### config.mk
export PLATFORM = sky130hd
export DESIGN_NAME = hazard_stall_ctrl
export DESIGN_NICKNAME = d
export VERILOG_FILES = /design/src/rtl/hazard_stall_ctrl.sv
export SDC_FILE = /design/constraint.sdc
export NUM_CORES = 1
export LEC_CHECK = 0
export CAP_MARGIN = 20
export CORE_ASPECT_RATIO = 0.8
export CORE_MARGIN = 2
export CORE_UTILIZATION = 37
export DETAILED_ROUTE_END_ITERATION = 8
export GPL_TIMING_DRIVEN = 0
export PLACE_DENSITY = 0.85
export SLEW_MARGIN = 20
export SYNTH_ARGS = -nofsm -noshare
export SYNTH_HDL_FRONTEND = slang
export SYNTH_SLANG_ARGS = --single-unit
### constraint.sdc
create_clock -name clock -period 5.33 [get_ports clock]
set_input_delay 1.066 -clock clock [delete_from_list [all_inputs] [get_ports clock]]
set_output_delay 1.066 -clock clock [all_outputs]
set_load 0.02 [all_outputs]
### src/rtl/hazard_stall_ctrl.sv
// Hazard detection and stall control for a 5-stage pipeline.
// Detects load-use and ID-stage branch-operand hazards, selects ID-stage
// forwarding sources, tracks the multiply/divide unit busy window and
// chains per-stage stalls from M back to IF.
// Optional: define HAZARD_PERF_CNT_EN to build the saturating stall-cycle
// counter on Stall_Cycles; otherwise Stall_Cycles is tied to 0.
module hazard_stall_ctrl (
    input  logic        clock,
    input  logic        reset,
    input  logic [4:0]  ID_Rs,
    input  logic [4:0]  ID_Rt,
    input  logic        ID_NeedRsByID,
    input  logic        ID_NeedRtByID,
    input  logic        ID_NeedRsByEX,
    input  logic        ID_NeedRtByEX,
    input  logic        ID_DivStart,
    input  logic        ID_HiLoAccess,
    input  logic [4:0]  EX_Rw,
    input  logic        EX_RegWrite,
    input  logic        EX_MemRead,
    input  logic [4:0]  M_Rw,
    input  logic        M_RegWrite,
    input  logic        M_MemRead,
    input  logic [4:0]  WB_Rw,
    input  logic        WB_RegWrite,
    input  logic        IF_StallReq,
    input  logic        M_StallReq,
    input  logic        M_Exception,
    output logic        IF_Stall,
    output logic        ID_Stall,
    output logic        EX_Stall,
    output logic        M_Stall,
    output logic        ID_Flush,
    output logic [1:0]  ID_RsFwdSel,
    output logic [1:0]  ID_RtFwdSel,
    output logic        Div_Busy,
    output logic [31:0] Stall_Cycles
);

    localparam logic [5:0] DIV_LATENCY = 6'd33;

    logic [5:0] r_div_cnt;
    logic       w_haz_rs;
    logic       w_haz_rt;
    logic       w_m_stall;
    logic       w_id_stall;
    logic       w_if_stall;
    logic       w_div_accept;
    logic [1:0] w_rs_sel;
    logic [1:0] w_rt_sel;

    // Operand hazards: ID-stage consumers wait on any EX writer or an M load;
    // EX-stage consumers wait only on an EX load.
    always_comb begin
        w_haz_rs = (ID_Rs != 5'd0) &&
                   ((ID_NeedRsByID && EX_RegWrite && (EX_Rw == ID_Rs)) ||
                    (ID_NeedRsByID && M_MemRead   && (M_Rw  == ID_Rs)) ||
                    (ID_NeedRsByEX && EX_MemRead  && EX_RegWrite && (EX_Rw == ID_Rs)));
        w_haz_rt = (ID_Rt != 5'd0) &&
                   ((ID_NeedRtByID && EX_RegWrite && (EX_Rw == ID_Rt)) ||
                    (ID_NeedRtByID && M_MemRead   && (M_Rw  == ID_Rt)) ||
                    (ID_NeedRtByEX && EX_MemRead  && EX_RegWrite && (EX_Rw == ID_Rt)));
    end

    // Stall chain M -> EX -> ID -> IF, all forced low while reset is held.
    always_comb begin
        w_m_stall  = M_StallReq;
        w_id_stall = w_m_stall | w_haz_rs | w_haz_rt |
                     (Div_Busy & (ID_HiLoAccess | ID_DivStart));
        w_if_stall = w_id_stall | IF_StallReq;

        M_Stall  = w_m_stall  & reset;
        EX_Stall = w_m_stall  & reset;
        ID_Stall = w_id_stall & reset;
        IF_Stall = w_if_stall & reset;
        ID_Flush = M_Exception & reset;
    end

    // ID forwarding source: non-load M result beats WB result beats regfile.
    always_comb begin
        w_rs_sel = 2'b00;
        w_rt_sel = 2'b00;
        if (M_RegWrite && !M_MemRead && (M_Rw == ID_Rs) && (ID_Rs != 5'd0))
            w_rs_sel = 2'b01;
        else if (WB_RegWrite && (WB_Rw == ID_Rs) && (ID_Rs != 5'd0))
            w_rs_sel = 2'b10;
        if (M_RegWrite && !M_MemRead && (M_Rw == ID_Rt) && (ID_Rt != 5'd0))
            w_rt_sel = 2'b01;
        else if (WB_RegWrite && (WB_Rw == ID_Rt) && (ID_Rt != 5'd0))
            w_rt_sel = 2'b10;
        ID_RsFwdSel = reset ? w_rs_sel : 2'b00;
        ID_RtFwdSel = reset ? w_rt_sel : 2'b00;
    end

    assign w_div_accept = ID_DivStart & ~ID_Stall & ~ID_Flush;
    assign Div_Busy     = (r_div_cnt != 6'd0);

    // Mul/div busy counter: load on accepted start, count down to 0 and hold.
    always_ff @(posedge clock or negedge reset) begin
        if (!reset)
            r_div_cnt <= '0;
        else if (w_div_accept)
            r_div_cnt <= DIV_LATENCY;
        else if (r_div_cnt != 6'd0)
            r_div_cnt <= r_div_cnt - 6'd1;
    end

`ifdef HAZARD_PERF_CNT_EN
    logic [31:0] r_stall_cycles;

    // Saturating count of cycles with ID stalled.
    always_ff @(posedge clock or negedge reset) begin
        if (!reset)
            r_stall_cycles <= '0;
        else if (ID_Stall && (r_stall_cycles != '1))
            r_stall_cycles <= r_stall_cycles + 32'd1;
    end

    assign Stall_Cycles = r_stall_cycles;
`else
    assign Stall_Cycles = '0;
`endif

endmodule

==> results of run 1 <==
## worst paths after layout
path / slack (ns) / startpoint / cells past startpoint / to
setup / recovery: 0.70 / ID_Rs[3] / 7 / IF_Stall
hold / removal: 0.58 / r_div_cnt[3] / 2 / r_div_cnt[3]
setup reg to reg: 3.16 / r_div_cnt[0] / 7 / r_div_cnt[1]
hold reg to reg: 0.58 / r_div_cnt[3] / 2 / r_div_cnt[3]
max in group asynchronous: 3.78 / reset / 1 / r_div_cnt[2]
min in group asynchronous: 1.20 / reset / 1 / r_div_cnt[3]
## Yosys cell counts (2+ instances only)
| master | count | area (sq um) |
|---|---|---|
| nand2_1 | 9 | 33.8 |
| or3_1 | 4 | 25.0 |
| o21a_1 | 2 | 15.0 |
| o21ai_1 | 3 | 15.0 |
| xnor2_1 | 20 | 175 |
| nand4_1 | 4 | 25.0 |
| nand3_1 | 3 | 15.0 |
| a2111oi_0 | 2 | 17.5 |
| and2_1 | 3 | 18.8 |
| nor4_1 | 3 | 18.8 |
| a21oi_1 | 5 | 25.0 |
| o32a_1 | 2 | 20.0 |
| xor2_1 | 9 | 78.8 |
| dfrtp_1 | 6 | 150 |
| buf_4 | 33 | 248 |
| nor2_1 | 8 | 30.0 |
| a211oi_1 | 2 | 15.0 |
| nor2b_1 | 2 | 12.5 |
| inv_1 | 5 | 18.8 |
## stage by stage
| step | utilization, % | worst slack (ns) | instances | cell area [sq um] |
|---|---|---|---|---|
| finish | 64.6 | 0.702 | 264 | 1800 |
| global route | 64.6 | 0.625 | 264 | 1800 |
| CTS | 64.6 | 0.719 | 264 | 1800 |
| detailed placement | 63.1 | 0.716 | 261 | 1760 |
| global placement | 63.1 | 0.775 | 261 | 1760 |
| floorplan | - | 1.49 | 173 | 1210 |
## worst max-delay path: cells and delay by family
| kind | cells | cell delay (ns) |
|---|---|---|
| simple gates | 1 | 0.48 |
| compound gates | 4 | 0.93 |
| buf+inv | 2 | 1.09 |
## cell families after synthesis
kind of cell / share of synthesized area, %
XOR/XNOR: 23.2
AO/OA/AOI/OAI: 13.0
buffers and inverters: 24.8
other: 0.343
flip-flops: 13.7
AND/OR/NAND/NOR: 22.7
adder cells (fa/ha/maj): 1.14
multiplexers: 1.03
## layout make-up
class                   count  share of cell area, %
plain buffers              34                   14.0
clock buffers               3                   2.29
inverters                   5                   1.04
multi-input cells         128                   43.8
flip-flops and latches      6                   8.34
well taps                  38                   2.64
repair buffers             50                   27.8
## metal layers
metal | up-vias | track usage [%] | wire, microns
met5 | - | 0 | 0
met4 | 0 | 5.67 | 15
met3 | 2 | 1.72 | 181
met2 | 50 | 29.6 | 1430
met1 | 490 | 23.6 | 1330
li1 | 589 | - | -
## where the power goes
| part | switching [mW] | internal (mW) |
|---|---|---|
| registers | 0.0179 | 0.0673 |
| logic | 0.102 | 0.112 |
| clock network | 0.0210 | 0.0486 |
==> key figures, run 1 <==
Run status
  • Outcome: finished clean

Global route
  • First-pass GRT wire length: 4.64 mm
  • Overflow left after global routing: 0
  • Initial antenna violation count: 0
  • GRT Total Usage: 17.5%
  • Largest net degree at the start of global routing: 14
  • Vias in the first global route: 1053

Job
  • Number of max-cap violations: 0

Pwr
  • Power density over cell area: 205 nW/um^2
  • Total Power: 369 uW
  • Worst VDD drop: 86.5 uV
  • Lkg Pwr: 0.794 nW

Routing
  • Drt first pass iters: 4
  • Initial DRC Count: 41
  • Vias: 1131
  • Number of remaining DRC errors: 0
  • Wire per inst: 11.2 microns
  • ANT nets after route: 0
  • Vias per cell: 4.28
  • DRT Wirelength: 2.95 mm

Worst setup path
  • Slowest stage cell, crit path: clkdlybuf4s50_1
  • Worst Path Required: 4.26 ns
  • Crit end category: output pin
  • Worst stage delay on the critical path: 0.55 ns
  • Element type at the critical path start: input port
  • Crit Path Max Fanout: 4
  • Worst path arrival time: 3.56 ns
  • Setup CP Type: input port to output pin
  • Crit path top cell by count: clkdlybuf4s50_1
  • Worst-path cell chain: clkdlybuf4s50_1 > nor4_1 > o21ai_0 > a311oi_2 > o21a_1 > a31oi_1 > clkdlybuf4s50_1

Cells and area
  • Nets: 270
  • Reg with most FFs: r_div_cnt
  • Proportion of layout cells with a drive suffix above 1: 19.0%
  • Most frequent cells in the layout: 50 x clkdlybuf4s50_1, 33 x buf_4, 32 x conb_1
  • Flip-flop count of the largest register after layout: 6
  • Area of the multi-input gates: 790 sq um
  • Most common cell after layout, fill and taps aside: clkdlybuf4s50_1
  • Reg area: 150 sq um
  • Fillers: 248
  • Ant. Diodes: 0
  • Largest regs: r_div_cnt (6)
  • Layout Area Growth over Synthesis: 64.5%

Clocking
  • Clk pin slew, worst setup/hold paths: 0.04 ns
  • Num CTS Buffers: 3
  • Cts repair resizes: 0
  • Clock buffer depth: 2
  • Clk sinks: 6
  • # hold bufs at CTS: 0
  • H-tree levels: 1
  • CTS tree: built
  • Clock Root Buffer: clkbuf_8
  • Post-CTS Setup Inserts: 0
  • Clock network latency to the later pin of the worst-skew pair: 0.23 ns

Floorplan
  • I/O pin count: 83
  • Row Count: 17
  • Die Span Y: 52.7 microns
  • Chip Width: 64.8 microns
  • Initial Utilization: 39.3%
  • Core Area: 2790 sq um
  • Die ar.: 3410 sq um

Timing
  • WHS: 0.576 ns
  • Worst Skew: 0.00197 ns
  • Count of final hold-check violations: 0
  • Tmin final: 4.63 ns
  • Crit share post-route: 86.8%
  • Max-slew headroom: 64.3%
  • Final TNS setup: 0 ns
  • Final count of pins violating max slew: 0
  • Worst-margin pin slew: 0.535 ns
  • Fmax: 216 MHz
  • RSZ-0062 raised after global routing: no
  • Final setup violation count: 0

Placement
  • Hpwl dp: 2.63 mm
  • GP Congestion: 0.928
  • Port Buffer Count: 50

Yosys
  • Post-synth design cell area: 1090 sq um
  • YS warnings: 0
  • Seq/Total Area, Yosys: 13.7%
  • EDFF count, synth: 0
  • Yosys reg bits: 6
  • Average cell area after synthesis: 7.71 sq um
  • Synth unique cells: 36
  • Post-synth ARST share: 100%
  • Post-Syn Instances: 142
  • Synth Flop Type: dfrtp_1

Hold path
  • Hold/Removal Path Class: flip-flop to flip-flop
No activity file was read; power rests on OpenSTA's default activity.
==> run 2: changes to the inputs <==
--- a/config.mk
+++ b/config.mk
@@ -7,11 +7,11 @@
 export LEC_CHECK = 0
 export CAP_MARGIN = 20
 export CORE_ASPECT_RATIO = 0.8
-export CORE_MARGIN = 2
-export CORE_UTILIZATION = 37
+export CORE_MARGIN = 1
+export CORE_UTILIZATION = 35
 export DETAILED_ROUTE_END_ITERATION = 8
 export GPL_TIMING_DRIVEN = 0
-export PLACE_DENSITY = 0.85
+export PLACE_DENSITY = 0.81
 export SLEW_MARGIN = 20
 export SYNTH_ARGS = -nofsm -noshare
 export SYNTH_HDL_FRONTEND = slang
==> run 2 against run 1 <==
Net effect: sequential cell count unchanged; via count fell by 0.27%; clock skew shrank 0.0012 ns; global-route usage grew 1.5 points; critical path depth did not move; largest power group unchanged.
==> key figures, run 2 (synthesis gave the netlist of run 1 again) <==
Routing
  • Wire per inst: 11.1 microns (-0.81%)
  • Number of remaining DRC errors: 0 (unchanged)
  • Vias per cell: 4.27 (-0.27%)
  • Vias: 1128 (-0.27%)
  • Drt first pass iters: 4 (unchanged)
  • DRT Wirelength: 2.93 mm (-0.81%)
  • ANT nets after route: 0 (unchanged)
  • Initial DRC Count: 46 (+12%)

Pwr
  • Total Power: 365 uW (-1.2%)
  • Power density over cell area: 203 nW/um^2 (-1.2%)
  • Worst VDD drop: 101 uV (+17%)
  • Lkg Pwr: 0.794 nW (unchanged)

Worst setup path
  • Setup CP Type: input port to output pin
  • Worst Path Required: 4.26 ns (about the same)
  • Crit end category: output pin
  • Reg2Reg Setup Slack: 3.16 ns (about the same)
  • Crit Path Max Fanout: 4 (unchanged)
  • Worst path arrival time: 3.53 ns (-0.03 ns)
  • FF-to-FF End: r_div_cnt[1]
  • R2R depth: 7 (unchanged)
  • Reg2reg start: r_div_cnt[0]
  • Element type at the critical path start: input port

Cells and area
  • Area of the multi-input gates: 790 sq um (unchanged)
  • Flip-flop count of the largest register after layout: 6 (unchanged)
  • Final core utilization: 62.7% (-1.9 points)
  • Most frequent cells in the layout: 50 x clkdlybuf4s50_1, 33 x buf_4, 32 x conb_1
  • Fillers: 257 (+3.6%)
  • Proportion of layout cells with a drive suffix above 1: 19.0% (unchanged)
  • Final Cell Area: 1800 sq um (unchanged)
  • Largest regs: r_div_cnt (6)
  • Most common cell after layout, fill and taps aside: clkdlybuf4s50_1
  • Nets: 270 (unchanged)
  • Reg area: 150 sq um (unchanged)
  • Layout Area Growth over Synthesis: 64.5% (unchanged)
  • Ant. Diodes: 0 (unchanged)
  • Reg with most FFs: r_div_cnt

Timing
  • RSZ-0062 raised after global routing: no
  • Final setup violation count: 0 (unchanged)
  • Final TNS setup: 0 ns (unchanged)
  • Tmin final: 4.60 ns (-0.0286 ns)
  • Worst-margin pin slew: 0.499 ns (-0.0352 ns)
  • Crit share post-route: 86.3% (-0.54 points)
  • Final count of pins violating max slew: 0 (unchanged)
  • Fmax: 217 MHz (+0.62%)
  • Count of final hold-check violations: 0 (unchanged)
  • Max-slew headroom: 66.6% (+2.4 points)
  • WHS: 0.555 ns (-0.0214 ns)
  • Worst Skew: 0.000747 ns (-0.00122 ns)

Clocking
  • Clk pin slew, worst setup/hold paths: 0.03 ns (about the same)
  • CTS tree: built
  • Post-CTS Setup Inserts: 0 (unchanged)
  • Cts repair resizes: 0 (unchanged)
  • Clock buffer depth: 2 (unchanged)
  • Clock network latency to the later pin of the worst-skew pair: 0.22 ns (about the same)
  • Clk sinks: 6 (unchanged)
  • # hold bufs at CTS: 0 (unchanged)
  • Num CTS Buffers: 3 (unchanged)
  • H-tree levels: 1 (unchanged)
  • Clock Root Buffer: clkbuf_8

Hold path
  • Hold Path Stages: 2 (unchanged)
  • End of the worst hold path: r_div_cnt[3]
  • Hold Crit Start: r_div_cnt[3]
  • Hold/Removal Path Class: flip-flop to flip-flop

Floorplan
  • Chip Width: 64.5 microns (-0.44%)
  • Core Area: 2870 sq um (+3.1%)
  • Die Span Y: 52.0 microns (-1.2%)
  • Row Count: 17 (unchanged)
  • Initial Utilization: 38.1% (-1.2 points)
  • I/O pin count: 83 (unchanged)
  • Die ar.: 3360 sq um (-1.6%)

Placement
  • GP Congestion: 0.848 (-8.6%)
  • Hpwl dp: 2.58 mm (-1.8%)
  • Cell Area, Placed: 1760 sq um (unchanged)
  • Port Buffer Count: 50 (unchanged)

Global route
  • Initial antenna violation count: 0 (unchanged)
  • Largest net degree at the start of global routing: 14 (unchanged)
  • First-pass GRT wire length: 4.74 mm (+2.2%)
  • Overflow left after global routing: 0 (unchanged)
  • Vias in the first global route: 1039 (-1.3%)
  • GRT Total Usage: 19.0% (+1.5 points)

Job
  • Number of max-cap violations: 0 (unchanged)

Run status
  • Outcome: finished clean
==> run 2: how the worst max path moves through the flow <==
stage          startpoint        endpoint  slack, ns  cells past startpoint
2_1_floorplan    ID_Rs[1]  ID_RsFwdSel[1]       1.49                      4
3_3_place_gp     ID_Rs[3]  ID_RsFwdSel[1]       0.77                      6
3_5_place_dp     ID_Rs[3]        IF_Stall       0.78                      7
4_1_cts          ID_Rs[3]        IF_Stall       0.77                      7
5_1_grt          ID_Rs[3]        ID_Stall       0.64                      7
6_report         ID_Rs[3]        IF_Stall       0.73                      7
==> run 2: where the power goes <==
group / internal (mW) / total, mW / switching [mW]
Clock: 0.0484 / 0.0671 / 0.0187
Sequential: 0.0674 / 0.0843 / 0.0169
Combinational: 0.112 / 0.213 / 0.101
Total: 0.228 / 0.365 / 0.137
==> run 2: worst max-delay path: stages <==
cell	delay [ns]
clkdlybuf4s50_1	0.53
nor4_1	0.48
o21ai_0	0.26
a311oi_2	0.35
o21a_1	0.21
a31oi_1	0.09
clkdlybuf4s50_1	0.55
==> run 2: through the flow <==
stage / std cells / worst slack (ns)
detailed placement: 261 / 0.780
CTS: 264 / 0.766
global placement: 261 / 0.772
global route: 264 / 0.636
floorplan: 173 / 1.49
finish: 264 / 0.730
==> run 2: routing by layer <==
layer	share of wire (%)	global-route usage [%]	up-vias
li1	-	-	593
met4	1.3	7.78	0
met2	47	31.4	39
met3	5.1	3.29	5
met1	47	24.5	491
met5	0	0	-
==> run 2: area by class of cell <==
cell class	count	area share, %
Buffer	34	14.0
Timing Repair Buffer	50	27.8
Inverter	5	1.04
Clock buffer	3	2.29
Tap cell	38	2.64
Multi-Input combinational cell	128	43.8
Sequential cell	6	8.34
==> run 3: changes to the inputs <==
--- a/config.mk
+++ b/config.mk
@@ -5,13 +5,14 @@
 export SDC_FILE = /design/constraint.sdc
 export NUM_CORES = 1
 export LEC_CHECK = 0
+export ABC_CLOCK_PERIOD_IN_PS = 5330
 export CAP_MARGIN = 20
 export CORE_ASPECT_RATIO = 0.8
 export CORE_MARGIN = 1
 export CORE_UTILIZATION = 35
 export DETAILED_ROUTE_END_ITERATION = 8
 export GPL_TIMING_DRIVEN = 0
-export PLACE_DENSITY = 0.81
+export PLACE_DENSITY = 0.88
 export SLEW_MARGIN = 20
 export SYNTH_ARGS = -nofsm -noshare
 export SYNTH_HDL_FRONTEND = slang
==> run 3 against run 2 <==
Net effect: clock power grew 0.6%; maximum frequency up 0.80%; clock skew rose by 0.0056 ns; critical endpoint unchanged; register-to-register slack about the same; first-iteration DRC count up 67%; largest cell class unchanged; critical path type unchanged.
==> key figures, run 3 (synthesis gave the netlist of run 1 again) <==
Hold path
  • End of the worst hold path: r_div_cnt[3]
  • Hold/Removal Path Class: flip-flop to flip-flop
  • Hold Crit Start: r_div_cnt[3]
  • Hold Path Stages: 2 (unchanged)

Timing
  • Crit share post-route: 85.6% (-0.69 points)
  • WHS: 0.560 ns (+0.00481 ns)
  • Final setup violation count: 0 (unchanged)
  • Worst Skew: 0.00633 ns (+0.00558 ns)
  • Count of final hold-check violations: 0 (unchanged)
  • RSZ-0062 raised after global routing: no
  • Worst-margin pin slew: 0.535 ns (+0.0359 ns)
  • Max-slew headroom: 64.2% (-2.4 points)
  • Final count of pins violating max slew: 0 (unchanged)
  • Setup slack after layout: 0.767 ns (+0.0365 ns)
  • Final TNS setup: 0 ns (unchanged)
  • Tmin final: 4.56 ns (-0.0365 ns)
  • Fmax: 219 MHz (+0.80%)

Placement
  • Port Buffer Count: 50 (unchanged)
  • Pre-CTS setup slack: 0.808 ns (+0.0283 ns)
  • Cell Area, Placed: 1760 sq um (unchanged)
  • Hpwl dp: 2.74 mm (+6.1%)
  • GP Congestion: 0.932 (+9.8%)

Pwr
  • Sw power: 144 uW (+5.4%)
  • Lkg Pwr: 0.794 nW (unchanged)
  • Logic pwr share: 58.8% (+0.3 points)
  • Power density over cell area: 207 nW/um^2 (+2.0%)
  • Total Power: 372 uW (+2.0%)
  • Seq pwr share: 23.1% (about the same)
  • Internal power: 228 uW (about the same)
  • Worst VDD drop: 101 uV (-0.67%)
  • Switching portion of total power: 38.7% (+1.2 points)
  • Clk pwr share: 18.1% (-0.3 points)

Cells and area
  • Layout Area Growth over Synthesis: 64.5% (unchanged)
  • Most frequent cells in the layout: 50 x clkdlybuf4s50_1, 33 x buf_4, 32 x conb_1
  • Fillers: 262 (+1.9%)
  • Proportion of layout cells with a drive suffix above 1: 19.0% (unchanged)
  • Reg with most FFs: r_div_cnt
  • Ant. Diodes: 0 (unchanged)
  • Flip-flop count of the largest register after layout: 6 (unchanged)
  • Most common cell after layout, fill and taps aside: clkdlybuf4s50_1
  • Final Cell Area: 1800 sq um (unchanged)
  • Largest regs: r_div_cnt (6)
  • Area of the multi-input gates: 790 sq um (unchanged)
  • Nets: 270 (unchanged)
  • Reg area: 150 sq um (unchanged)

Worst setup path
  • Worst Path Required: 4.26 ns (about the same)
  • R2R depth: 7 (unchanged)
  • Element type at the critical path start: input port
  • Worst stage delay on the critical path: 0.55 ns (about the same)
  • Crit end category: output pin
  • Crit Path Max Fanout: 4 (unchanged)
  • FF-to-FF End: r_div_cnt[1]
  • Reg2Reg Setup Slack: 3.17 ns (about the same)
  • Worst path arrival time: 3.50 ns (-0.03 ns)
  • Crit path top cell by count: clkdlybuf4s50_1
  • Setup CP Type: input port to output pin
  • Delay-heaviest family, CP: buffers and inverters
  • Slowest stage cell, crit path: clkdlybuf4s50_1
  • Reg2reg start: r_div_cnt[0]
  • Worst-path cell chain: clkdlybuf4s50_1 > nor4_1 > o21ai_0 > a311oi_2 > o21a_1 > a31oi_1 > clkdlybuf4s50_1
  • Buffers and inverters on the worst path: 2 (unchanged)

Global route
  • Vias in the first global route: 1100 (+5.9%)
  • Largest net degree at the start of global routing: 14 (unchanged)
  • Overflow left after global routing: 0 (unchanged)
  • First-pass GRT wire length: 5.12 mm (+8.0%)
  • Initial antenna violation count: 0 (unchanged)
  • GRT Total Usage: 20.2% (+1.2 points)

Floorplan
  • Die Span Y: 52.0 microns (unchanged)
  • Chip Width: 64.5 microns (unchanged)
  • Core Area: 2870 sq um (unchanged)
  • I/O pin count: 83 (unchanged)
  • Die ar.: 3360 sq um (unchanged)
  • Initial Utilization: 38.1% (unchanged)
  • Row Count: 17 (unchanged)

Clocking
  • Cts repair resizes: 0 (unchanged)
  • Clk sinks: 6 (unchanged)
  • # hold bufs at CTS: 0 (unchanged)
  • Post-CTS Setup Inserts: 0 (unchanged)
  • Clock network latency to the later pin of the worst-skew pair: 0.22 ns (about the same)
  • Clock Root Buffer: clkbuf_8
  • H-tree levels: 1 (unchanged)
  • CTS tree: built
  • Num CTS Buffers: 3 (unchanged)
  • Clock buffer depth: 2 (unchanged)
  • Clk pin slew, worst setup/hold paths: 0.04 ns (about the same)

Routing
  • Wire per inst: 11.8 microns (+6.6%)
  • ANT nets after route: 0 (unchanged)
  • Drt first pass iters: 4 (unchanged)
  • Initial DRC Count: 77 (+67%)
  • Vias: 1167 (+3.5%)
  • DRT Wirelength: 3.12 mm (+6.6%)
  • Number of remaining DRC errors: 0 (unchanged)
  • Vias per cell: 4.42 (+3.5%)

Job
  • Number of max-cap violations: 0 (unchanged)

Run status
  • Outcome: finished clean
[run 3: cell type report]
type | count | area share, %
buffer | 34 | 14.0
clock buffer | 3 | 2.29
inverter | 5 | 1.04
multi-input combinational | 128 | 43.8
sequential | 6 | 8.34
tap | 38 | 2.64
timing repair buffer | 50 | 27.8
[run 3: layer usage]
| metal | GRT usage, % | part of all wire (%) | vias up |
|---|---|---|---|
| met5 | 0 | 0 | - |
| met4 | 5.19 | 1.1 | 0 |
| met3 | 4.61 | 6.9 | 8 |
| met2 | 36.1 | 50 | 56 |
| met1 | 24.5 | 42 | 510 |
| li1 | - | - | 593 |
[run 3: worst min-delay path: cells and delay by family (launching register included)]
family,cells,cell delay (ns)
AOI/OAI and AO/OA,1,0.06
DFF,1,0.39
and+or+nand+nor,1,0.06
[run 3: worst max-delay path by stage]
stage	from	to	slack (ns)	cells after the start
2_1_floorplan	ID_Rs[1]	ID_RsFwdSel[1]	1.49	4
3_3_place_gp	ID_Rs[1]	IF_Stall	0.77	7
3_5_place_dp	ID_Rs[1]	IF_Stall	0.81	7
4_1_cts	ID_Rs[1]	IF_Stall	0.79	7
5_1_grt	ID_Rs[1]	ID_RsFwdSel[1]	0.65	6
6_report	ID_Rs[1]	IF_Stall	0.77	7
[run 3: per-stage QoR]
stage                     utilization (%)  instances
after floorplan                         -        173
after global placement               61.3        261
after detailed placement             61.3        261
after CTS                            62.7        264
after global routing                 62.7        264
final                                62.7        264
[run 3: power groups by stage]
stage / combinational (mW) / sequential [mW] / clock (mW)
after floorplan: 0.147 / 0.0809 / 0
after global placement: 0.206 / 0.0842 / 0
after detailed placement: 0.213 / 0.0855 / 0
after CTS: 0.218 / 0.0857 / 0.0683
after global routing: 0.241 / 0.0888 / 0.0718
final: 0.219 / 0.0860 / 0.0675
